[src/rtl/instr_fetch_unit_pkg.sv]
// Shared RISC-V fetch definitions: widths, reset address, fetch FSM states.
package riscv_pkg;

  localparam int unsigned       XLEN             = 32;
  localparam logic [XLEN-1:0]   DEFAULT_RESET_PC = 32'h0000_0000;
  localparam logic [XLEN-1:0]   NOP_INSTR        = 32'h0000_0013;

  typedef enum logic {
    FETCH,
    FLUSH
  } fetch_state_t;

endpackage

[src/rtl/instr_fetch_unit_if.sv]
// Instruction-memory request/response bus between the fetch unit and memory.
interface instr_fetch_unit_if
  import riscv_pkg::*;
#(
  parameter int unsigned ADDR_WIDTH = 32
);

  logic                  imem_req_valid;
  logic                  imem_req_ready;
  logic [ADDR_WIDTH-1:0] imem_req_addr;
  logic                  imem_rsp_valid;
  logic [XLEN-1:0]       imem_rsp_data;

  modport master (
    output imem_req_valid,
    output imem_req_addr,
    input  imem_req_ready,
    input  imem_rsp_valid,
    input  imem_rsp_data
  );

  modport slave (
    input  imem_req_valid,
    input  imem_req_addr,
    output imem_req_ready,
    output imem_rsp_valid,
    output imem_rsp_data
  );

endinterface

[src/rtl/instr_fetch_unit_fifo.sv]
// Small circular buffer holding {pc, instr} pairs; clear empties it in one cycle.
module fetch_fifo #(
  parameter int unsigned       DEPTH      = 2,
  parameter int unsigned       WIDTH      = 64,
  parameter logic [WIDTH-1:0]  RESET_WORD = '0
) (
  input  logic                       clk,
  input  logic                       rst_n,
  input  logic                       push,
  input  logic                       pop,
  input  logic                       clear,
  input  logic [WIDTH-1:0]           wdata,
  output logic [WIDTH-1:0]           rdata,
  output logic                       full,
  output logic                       empty,
  output logic [$clog2(DEPTH+1)-1:0] count
);

  localparam int unsigned PW = (DEPTH > 1) ? $clog2(DEPTH) : 1;
  localparam int unsigned CW = $clog2(DEPTH + 1);

  typedef logic [PW-1:0] ptr_t;
  typedef logic [CW-1:0] cnt_t;

  logic [WIDTH-1:0] mem [DEPTH];
  ptr_t             rd_ptr;
  ptr_t             wr_ptr;

  function automatic ptr_t bump(input ptr_t p);
    return (p == ptr_t'(DEPTH - 1)) ? '0 : p + ptr_t'(1);
  endfunction

  always_ff @(posedge clk) begin
    if (!rst_n) begin
      rd_ptr <= '0;
      wr_ptr <= '0;
      count  <= '0;
      for (int unsigned i = 0; i < DEPTH; i++) begin
        mem[i] <= RESET_WORD;
      end
    end else if (clear) begin
      rd_ptr <= wr_ptr;
      count  <= '0;
    end else begin
      if (push) begin
        mem[wr_ptr] <= wdata;
        wr_ptr      <= bump(wr_ptr);
      end
      if (pop) begin
        rd_ptr <= bump(rd_ptr);
      end
      count <= count + cnt_t'(push) - cnt_t'(pop);
    end
  end

  assign rdata = mem[rd_ptr];
  assign full  = (count == cnt_t'(DEPTH));
  assign empty = (count == '0);

endmodule

[src/rtl/instr_fetch_unit.sv]
// Fetch stage: owns the PC, issues in-order imem requests, buffers words, handles redirects.
module instr_fetch_unit
  import riscv_pkg::*;
#(
  parameter int unsigned           ADDR_WIDTH = 32,
  parameter logic [ADDR_WIDTH-1:0] RESET_PC   = DEFAULT_RESET_PC[ADDR_WIDTH-1:0],
  parameter int unsigned           FIFO_DEPTH = 2
) (
  input  logic                  CLK,
  input  logic                  RST,
  instr_fetch_unit_if.master    imem,
  output logic                  instr_valid,
  input  logic                  instr_ready,
  output logic [XLEN-1:0]       Instr,
  output logic [ADDR_WIDTH-1:0] PC,
  output logic [ADDR_WIDTH-1:0] PCPlus4,
  input  logic                  PCSrc,
  input  logic [ADDR_WIDTH-1:0] PCTarget
);

  localparam int unsigned           CW         = $clog2(FIFO_DEPTH + 1);
  localparam int unsigned           FW         = ADDR_WIDTH + XLEN;
  localparam logic [CW:0]           DEPTH_C    = FIFO_DEPTH[CW:0];
  localparam logic [ADDR_WIDTH-1:0] WORD_STEP  = 4;
  localparam logic [ADDR_WIDTH-1:0] ALIGN_MASK = ~(ADDR_WIDTH'(3));

  typedef logic [CW-1:0] cnt_t;

  fetch_state_t          state, state_nxt;
  logic [ADDR_WIDTH-1:0] fetch_pc;
  logic [ADDR_WIDTH-1:0] rsp_pc;
  cnt_t                  outstanding, discard, fifo_count;
  cnt_t                  out_calc, out_nxt, disc_nxt, count_nxt;
  logic [CW:0]           occ_nxt;
  logic                  req_valid_q, req_nxt;
  logic                  req_fire, rsp_fetch, rsp_flush, push, pop, redirect;
  logic                  fifo_full, fifo_empty;
  logic [FW-1:0]         fifo_head;

  // Outstanding requests are always contiguous from the last redirect, so the
  // oldest one's address is recovered from fetch_pc rather than stored per entry.
  assign rsp_pc = fetch_pc - ({{(ADDR_WIDTH-CW){1'b0}}, outstanding} << 2);

  always_comb begin
    req_fire  = req_valid_q & imem.imem_req_ready;
    rsp_fetch = imem.imem_rsp_valid & (state == FETCH);
    rsp_flush = imem.imem_rsp_valid & (state == FLUSH);
    pop       = instr_valid & instr_ready;
    redirect  = PCSrc & pop;
    push      = rsp_fetch & ~redirect;

    out_calc  = outstanding + cnt_t'(req_fire) - cnt_t'(rsp_fetch);
    out_nxt   = out_calc;
    disc_nxt  = discard - cnt_t'(rsp_flush);
    count_nxt = fifo_count + cnt_t'(push) - cnt_t'(pop);
    state_nxt = state;

    if (redirect) begin
      out_nxt   = '0;
      disc_nxt  = out_calc;
      count_nxt = '0;
      state_nxt = (out_calc != '0) ? FLUSH : FETCH;
    end else if (state == FLUSH && disc_nxt == '0) begin
      state_nxt = FETCH;
    end

    occ_nxt = {1'b0, out_nxt} + {1'b0, count_nxt};
    req_nxt = (state_nxt == FETCH) && (occ_nxt < DEPTH_C);
  end

  always_ff @(posedge CLK) begin
    if (!RST) begin
      state       <= FETCH;
      fetch_pc    <= RESET_PC;
      outstanding <= '0;
      discard     <= '0;
      req_valid_q <= 1'b0;
    end else begin
      assert (!(push && fifo_full && !pop));
      state       <= state_nxt;
      outstanding <= out_nxt;
      discard     <= disc_nxt;
      req_valid_q <= req_nxt;
      if (redirect) begin
        fetch_pc <= PCTarget & ALIGN_MASK;
      end else if (req_fire) begin
        fetch_pc <= fetch_pc + WORD_STEP;
      end
    end
  end

  fetch_fifo #(
    .DEPTH      (FIFO_DEPTH),
    .WIDTH      (FW),
    .RESET_WORD ({RESET_PC, {XLEN{1'b0}}})
  ) u_fifo (
    .clk   (CLK),
    .rst_n (RST),
    .push  (push),
    .pop   (pop),
    .clear (redirect),
    .wdata ({rsp_pc, imem.imem_rsp_data}),
    .rdata (fifo_head),
    .full  (fifo_full),
    .empty (fifo_empty),
    .count (fifo_count)
  );

  assign imem.imem_req_valid = req_valid_q;
  assign imem.imem_req_addr  = fetch_pc;
  assign instr_valid         = ~fifo_empty;
  assign Instr               = fifo_head[XLEN-1:0];
  assign PC                  = fifo_head[FW-1:XLEN];
  assign PCPlus4             = PC + WORD_STEP;

endmodule

[src/flat_wrapper.sv]
// flat-port wrapper written by rule: the top's interface ports become plain ports
module instr_fetch_unit_flat import riscv_pkg::*;
#(
  parameter int unsigned           ADDR_WIDTH = 32,
  parameter logic [ADDR_WIDTH-1:0] RESET_PC   = DEFAULT_RESET_PC[ADDR_WIDTH-1:0],
  parameter int unsigned           FIFO_DEPTH = 2
)
  (CLK, RST, instr_valid, instr_ready, Instr, PC, PCPlus4, PCSrc, PCTarget, imem_imem_req_valid, imem_imem_req_addr, imem_imem_req_ready, imem_imem_rsp_valid, imem_imem_rsp_data);
  instr_fetch_unit_if #(.ADDR_WIDTH(ADDR_WIDTH)) imem_i ();
  input  logic CLK;
  input  logic RST;
  output logic instr_valid;
  input  logic instr_ready;
  output logic [XLEN-1:0] Instr;
  output logic [ADDR_WIDTH-1:0] PC;
  output logic [ADDR_WIDTH-1:0] PCPlus4;
  input  logic PCSrc;
  input  logic [ADDR_WIDTH-1:0] PCTarget;
  output wire logic [$bits(imem_i.imem_req_valid)-1:0] imem_imem_req_valid;
  output wire logic [$bits(imem_i.imem_req_addr)-1:0] imem_imem_req_addr;
  input wire logic [$bits(imem_i.imem_req_ready)-1:0] imem_imem_req_ready;
  input wire logic [$bits(imem_i.imem_rsp_valid)-1:0] imem_imem_rsp_valid;
  input wire logic [$bits(imem_i.imem_rsp_data)-1:0] imem_imem_rsp_data;
  assign imem_imem_req_valid = imem_i.imem_req_valid;
  assign imem_imem_req_addr = imem_i.imem_req_addr;
  assign imem_i.imem_req_ready = imem_imem_req_ready;
  assign imem_i.imem_rsp_valid = imem_imem_rsp_valid;
  assign imem_i.imem_rsp_data = imem_imem_rsp_data;
  instr_fetch_unit #(.ADDR_WIDTH(ADDR_WIDTH), .RESET_PC(RESET_PC), .FIFO_DEPTH(FIFO_DEPTH)) u_core (.CLK(CLK), .RST(RST), .imem(imem_i), .instr_valid(instr_valid), .instr_ready(instr_ready), .Instr(Instr), .PC(PC), .PCPlus4(PCPlus4), .PCSrc(PCSrc), .PCTarget(PCTarget));
endmodule
[config.mk]
export PLATFORM = sky130hd
export DESIGN_NAME = instr_fetch_unit_flat
export DESIGN_NICKNAME = d
export VERILOG_FILES = /design/src/rtl/instr_fetch_unit_pkg.sv /design/src/rtl/instr_fetch_unit_if.sv /design/src/rtl/instr_fetch_unit_fifo.sv /design/src/rtl/instr_fetch_unit.sv /design/src/flat_wrapper.sv
export SDC_FILE = /design/constraint.sdc
export NUM_CORES = 1
export LEC_CHECK = 0
export CORE_MARGIN = 10
export CORE_UTILIZATION = 51
export CTS_CLUSTER_DIAMETER = 30
export CTS_CLUSTER_SIZE = 20
export DETAILED_ROUTE_END_ITERATION = 7
export PLACE_DENSITY_LB_ADDON = 0.3
export RECOVER_POWER = 25
export SLEW_MARGIN = 25
export SYNTH_ARGS = -nofsm -noshare
export SYNTH_HDL_FRONTEND = slang
export SYNTH_SLANG_ARGS = --single-unit
export TNS_END_PERCENT = 1
[constraint.sdc]
create_clock -name CLK -period 9.2 [get_ports CLK]
set_clock_uncertainty 0.05 [all_clocks]
set_input_delay 2.76 -clock CLK [delete_from_list [all_inputs] [get_ports CLK]]
set_output_delay 2.76 -clock CLK [all_outputs]
set_load 0.05 [all_outputs]
==> results of run 1 <==
[flip-flops by register name (all words and copies together), names as in the netlist, named ones only]
signal / cells
u_core.imem.imem_req_valid: 1
u_core.u_fifo.mem: 124
u_core.imem.imem_req_addr: 30
u_core.state: 1
u_core.u_fifo.rd_ptr: 1
u_core.u_fifo.wr_ptr: 1
u_core.discard: 2
u_core.outstanding: 2
u_core.u_fifo.count: 2
[layer usage]
| metal | share of wire | vias to the layer above |
|---|---|---|
| met4 | 0.018 | 0 |
| met5 | 0 | - |
| met2 | 0.48 | 216 |
| met1 | 0.42 | 3033 |
| met3 | 0.080 | 26 |
| li1 | - | 3170 |
[power groups by stage]
| stage | logic (mW) | clock network (mW) | registers (mW) |
|---|---|---|---|
| 2_1_floorplan | 1.05 | 0 | 1.10 |
| 3_3_place_gp | 1.53 | 0 | 1.06 |
| 3_5_place_dp | 1.55 | 0 | 1.07 |
| 6_report | 1.56 | 0.652 | 1.04 |
| 5_1_grt | 1.66 | 0.701 | 1.06 |
| 4_1_cts | 1.56 | 0.664 | 1.05 |
[per-stage QoR]
step / cells / hold slack (ns) / utilization
2_1_floorplan: 818 / 0.4573 / -
3_3_place_gp: 1180 / 0.4881 / 0.6420
3_5_place_dp: 1181 / 0.5086 / 0.6436
4_1_cts: 1213 / 0.5253 / 0.6768
5_1_grt: 1214 / 0.5197 / 0.6763
6_report: 1214 / 0.5087 / 0.6763
[worst max-delay path, cell delays in order]
cell           delay, ns
dlygate4sd3_1       0.54
o21a_1              0.18
nand2_2             0.10
clkbuf_1            1.78
nand4_1             0.18
clkbuf_1            0.67
nand2_2             0.23
buf_4               0.70
[cell usage after synthesis, types with 9 or more instances]
cell      count
edfxtp_1    124
nor2_1       97
and2_1       71
xnor2_1      57
mux2_2       48
dfxtp_1      41
clkbuf_1     34
inv_1        33
nand2_1      33
a21oi_1      32
xor2_1       32
nand3_1      27
o21ai_0      26
nor3_1       25
nand4_1      16
mux2i_1      14
a211oi_1      9
buf_2         9
ha_1          9
nor4_1        9
[final timing paths]
kind                           from                        to  slack (ns)
max                     instr_ready  u_core.u_fifo.mem[1][28]        2.03
min            u_core.u_fifo.wr_ptr                      flop        0.51
min reg2reg    u_core.u_fifo.wr_ptr                      flop        0.51
max reg2reg  u_core.u_fifo.count[1]  u_core.u_fifo.mem[1][28]        4.49
[cells by family after synthesis]
logic type	share of synthesized area
and+or+nand+nor	0.1960
DFF	0.5242
xor gates and xnor gates	0.08991
buffers and inverters	0.04474
AOI/OAI and AO/OA	0.04864
muxes	0.07851
adders and majority gates	0.01761
other	0.0004325
[cell type report]
cell class	count	area share
clock inverters	14	0.01090
inverters	33	0.01101
multi-input cells	564	0.3342
repair buffers	200	0.1772
well taps	220	0.02446
flip-flops and latches	165	0.4041
clock buffers	18	0.03813
==> results.cfg, run 1 <==
[critical_path]
setup.worst_path.end_class = flop
startpoint_type = input pin
reg2reg_depth = 7
worst-path-max-fanout = 68
required_ns = 9.20
worstPathArrival_ns = 7.17
worstSetupPathType = input pin to flop

[pwr]
clkPwrFrac = 0.201
total_power_mw = 3.251
p_sw_mw = 1.411
pwr-share-seq = 0.320
vdd_drop_max_v = 0.0001647
combinationalPowerShare = 0.479
intPower_mw = 1.840
total_leakage_power_nw = 4.088
switching_share = 0.4339
power_density_nw_per_um2 = 288.8

[sta]
setup_violations = 0
setup_slack_ns = 2.026
finalCritPeriodShare = 0.7798
tightest_slew_ns = 3.044
slew_viol_final = 89
slew_headroom = -1.051
hold_viol_final = 0
period_needed_ns = 7.174
rsz0062_at_grt = no
fmax_mhz = 139.4
setup_tns_ns = 0

[detailed_routing]
drtAntennaViolNets = 0
via_per_inst = 5.309
drt_iter0_drc = 423
wl_per_cell_microns = 17.50
drc = 0
firstDrtPassIters = 7
routed_wl_mm = 21.25
num_vias = 6445

[global_route]
use_met3 = 0.05402
grt_util_met1 = 0.2439
grt_overflow_total = 0
antenna_found_initial = 0
grt_max_degree = 84
gr-usage-all-layers = 0.1895
busiest_layer = met2
use_met2 = 0.3045
grt_pass1_wl_mm = 34.30
grt_pass1_vias = 6492

[floorplanning]
core_area_sq_um = 16640
dieArea_sq_um = 22610
start_util = 0.5209
die_w_microns = 150.4
die_h_microns = 150.4
rows = 47
io-pin-count = 200

[clock_network]
cts.sinks = 165
cts-root-buf = clkbuf_16
cts_max_level = 4
clock_tree.buffer_depth = 2
cts_tree = done
cts_buffers = 17
insertion_delay_ns = 0.43
cts_setup_buffers = 0
postCtsHoldBufs = 0
path_clk_slew_ns = 0.07
cts_resized = 0

[yosys]
ys_top_cells_by_area = edfxtp_1 43%, dfxtp_1 9.5%, mux2_2 6.2%
synth.cell_area_sq_um = 8670
synth_top_flop_cell = edfxtp_1
synth_edf_count = 124
avgSynthCellArea_sq_um = 10.66
netlist_instances = 813
synthArstFlopShare = 0
synth.yosys.seq_area_share = 0.5242
ys_types = 48
yosysWarnings = 0
ys_seq_elements = 165
synth_top_area_cell = edfxtp_1
synth.top_cell.area_share = 0.4295

[finish]
n_fill_cell = 1290
layout-drive-gt1-share = 0.09356
diodes = 0
regArea_sq_um = 4548
final_net_count = 1062
synthToLayoutAreaGrowth_pct = 29.82
layout_commonest_cell = clkdlybuf4s50_1
final_cell_mix = 183 x clkdlybuf4s50_1, 124 x edfxtp_1, 97 x nor2_1
multi_input_area_sq_um = 3761
final_area_sq_um = 11250

[placed_design]
postPlaceCellArea_sq_um = 10710
dp_slack_ns = 2.483
dp_hpwl_mm = 15.55
numPortBuffers = 191
gp_congestion = 0.8163

[outcome]
violations = max-capacitance violations, max-slew violations
outcome = complete, but fails checks

[min_path]
hp-class = flop to flop
holdPathStages = 2

[job]
drv_cap = 2
Note: power is estimated with default switching activity, not from simulation.
==> inputs of run 2 (changes only) <==
- clock period: 9.2 -> 7.1 ns (I/O delays scaled with it)
==> run 2 against run 1 <==
The flow now finishes without violations. First-iteration DRC count grew 19%. Setup slack worse by 1.0 ns. Critical path depth up 2. Combinational power rose by 28%. Count of clock-buffer cells in the layout decreased by 1. Final cell count did not move. Critical endpoint is now PCPlus4[26]. Largest power group unchanged. Highest routed layer unchanged.
==> results.cfg, run 2 (synthesis gave the netlist of run 1 again) <==
[outcome]
outcome = complete, no violations

[critical_path]
startpoint_type = flop
reg2reg_from = u_core.u_fifo.count[1]
cp_num_cells = 10
path_delay_family = buffers and inverters
setup.worst_path.end_class = primary output
worst-path-max-fanout = 54
max_stage_delay_ns = 0.83
worstSetupPathType = flop to primary output
worstPathArrival_ns = 3.93
reg2reg_to = u_core.u_fifo.mem[1][26]
worst_path_most_repeated_cell = inv_1
reg2reg_depth = 7
reg2reg_setup_slack_ns = 3.76
required_ns = 4.92
slowest_stage = clkdlybuf4s50_1
cp-endpoint = PCPlus4[26]
cp_cell_sequence = nand2_1 > and2_1 > inv_1 > ha_1 > inv_1 > a211oi_1 > nand3_1 > nor3_1 > xor2_1 > clkdlybuf4s50_1
path_buf_inv = 3

[finish]
final_cell_mix = 185 x clkdlybuf4s50_1, 124 x edfxtp_1, 97 x nor2_1
regArea_sq_um = 4548
top_register = u_core.u_fifo.mem
final_area_sq_um = 11330
final_net_count = 1062
layout-drive-gt1-share = 0.09356
synthToLayoutAreaGrowth_pct = 30.64
largest_reg_flops = 124
n_fill_cell = 1255
diodes = 0
layout_commonest_cell = clkdlybuf4s50_1
multi_input_area_sq_um = 3772

[sta]
fmax_mhz = 163.6
setup_violations = 0
slew_headroom = 0.01864
hold_viol_final = 0
slew_viol_final = 0
rsz0062_at_grt = no
finalCritPeriodShare = 0.8608
tightest_slew_ns = 1.472
period_needed_ns = 6.111
setup_tns_ns = 0

[detailed_routing]
routed_wl_mm = 20.86
via_per_inst = 5.311
num_vias = 6448
firstDrtPassIters = 6
wl_per_cell_microns = 17.18
drt_iter0_drc = 502
drtAntennaViolNets = 0
drc = 0

[global_route]
grt_pass1_wl_mm = 32.73
grt_pass1_vias = 6217
grt_overflow_total = 0
grt_max_degree = 69
antenna_found_initial = 0
gr-usage-all-layers = 0.1832

[clock_network]
insertion_delay_ns = 0.43
path_clk_slew_ns = 0.06
cts_max_level = 4
cts-root-buf = clkbuf_16
cts.sinks = 165
cts_tree = done
cts_buffers = 17
postCtsHoldBufs = 0
cts_setup_buffers = 0
cts_resized = 0
clock_tree.buffer_depth = 2

[floorplanning]
rows = 47
dieArea_sq_um = 22610
die_w_microns = 150.4
io-pin-count = 200
core_area_sq_um = 16640
start_util = 0.5209
die_h_microns = 150.4

[placed_design]
numPortBuffers = 191
gp_congestion = 0.8204
postPlaceCellArea_sq_um = 10710
dp_hpwl_mm = 15.12

[pwr]
total_leakage_power_nw = 4.097
vdd_drop_max_v = 0.0002072
power_density_nw_per_um2 = 381.9

[min_path]
hp-class = flop to flop

[job]
drv_cap = 0
## run 2: cell types whose count changed in the layout (fill, tap and decap cells not counted), sizes merged
cell / previous run / this run
clkbuf: 22 / 21
clkinv: 8 / 3
buf: 6 / 5
clkinvlp: 2 / 6
bufinv: 0 / 4
inv: 37 / 35
clkdlybuf4s50: 183 / 185
dlygate4sd3: 7 / 6
## run 2: where the power goes
group / leakage [nW] / switching, mW / total, mW / internal [mW]
sequential: 1.65 / 0.135 / 1.35 / 1.22
clock: 0.287 / 0.376 / 0.966 / 0.590
combinational: 2.16 / 1.30 / 2.00 / 0.702
## run 2: area by class of cell
type,count,area share
Multi-Input combinational cell,564,0.3331
Clock inverter,15,0.01801
Tap cell,220,0.02430
Inverter,33,0.01094
Timing Repair Buffer,200,0.1745
Clock buffer,17,0.03756
Sequential cell,165,0.4016
## run 2: through the flow
step	setup WS (ns)	power, mW	util	cells	hold slack [ns]
2_1_floorplan	0.9262	2.783	-	818	0.4604
3_3_place_gp	1.359	3.363	0.6436	1182	0.4929
3_5_place_dp	1.320	3.387	0.6436	1182	0.5366
4_1_cts	0.8639	4.359	0.6815	1214	0.5517
5_1_grt	0.6338	4.542	0.6806	1214	0.5650
6_report	0.9885	4.325	0.6806	1214	0.5421
## run 2: worst min path at each step
stage                              start                    to  slack (ns)  cells after the start
floorplan           u_core.u_fifo.wr_ptr                  flop        0.46                      2
global placement    u_core.u_fifo.rd_ptr  u_core.u_fifo.rd_ptr        0.49                      2
detailed placement  u_core.u_fifo.wr_ptr                  flop        0.54                      2
CTS                 u_core.u_fifo.wr_ptr                  flop        0.55                      2
global route        u_core.u_fifo.wr_ptr                  flop        0.57                      2
finish              u_core.u_fifo.rd_ptr  u_core.u_fifo.rd_ptr        0.54                      2
## run 2: worst min-delay path, cell delays in order (launching register included)
cell and delay (ns):
dfxtp_1 0.33, mux2i_1 0.09, a21oi_1 0.13
## run 2: metal layers
metal,up-vias,GRT usage,share of wire
li1,3175,-,-
met1,3017,0.2409,0.42
met2,235,0.2842,0.47
met3,21,0.05372,0.094
met4,0,0.06025,0.017
met5,-,0,0
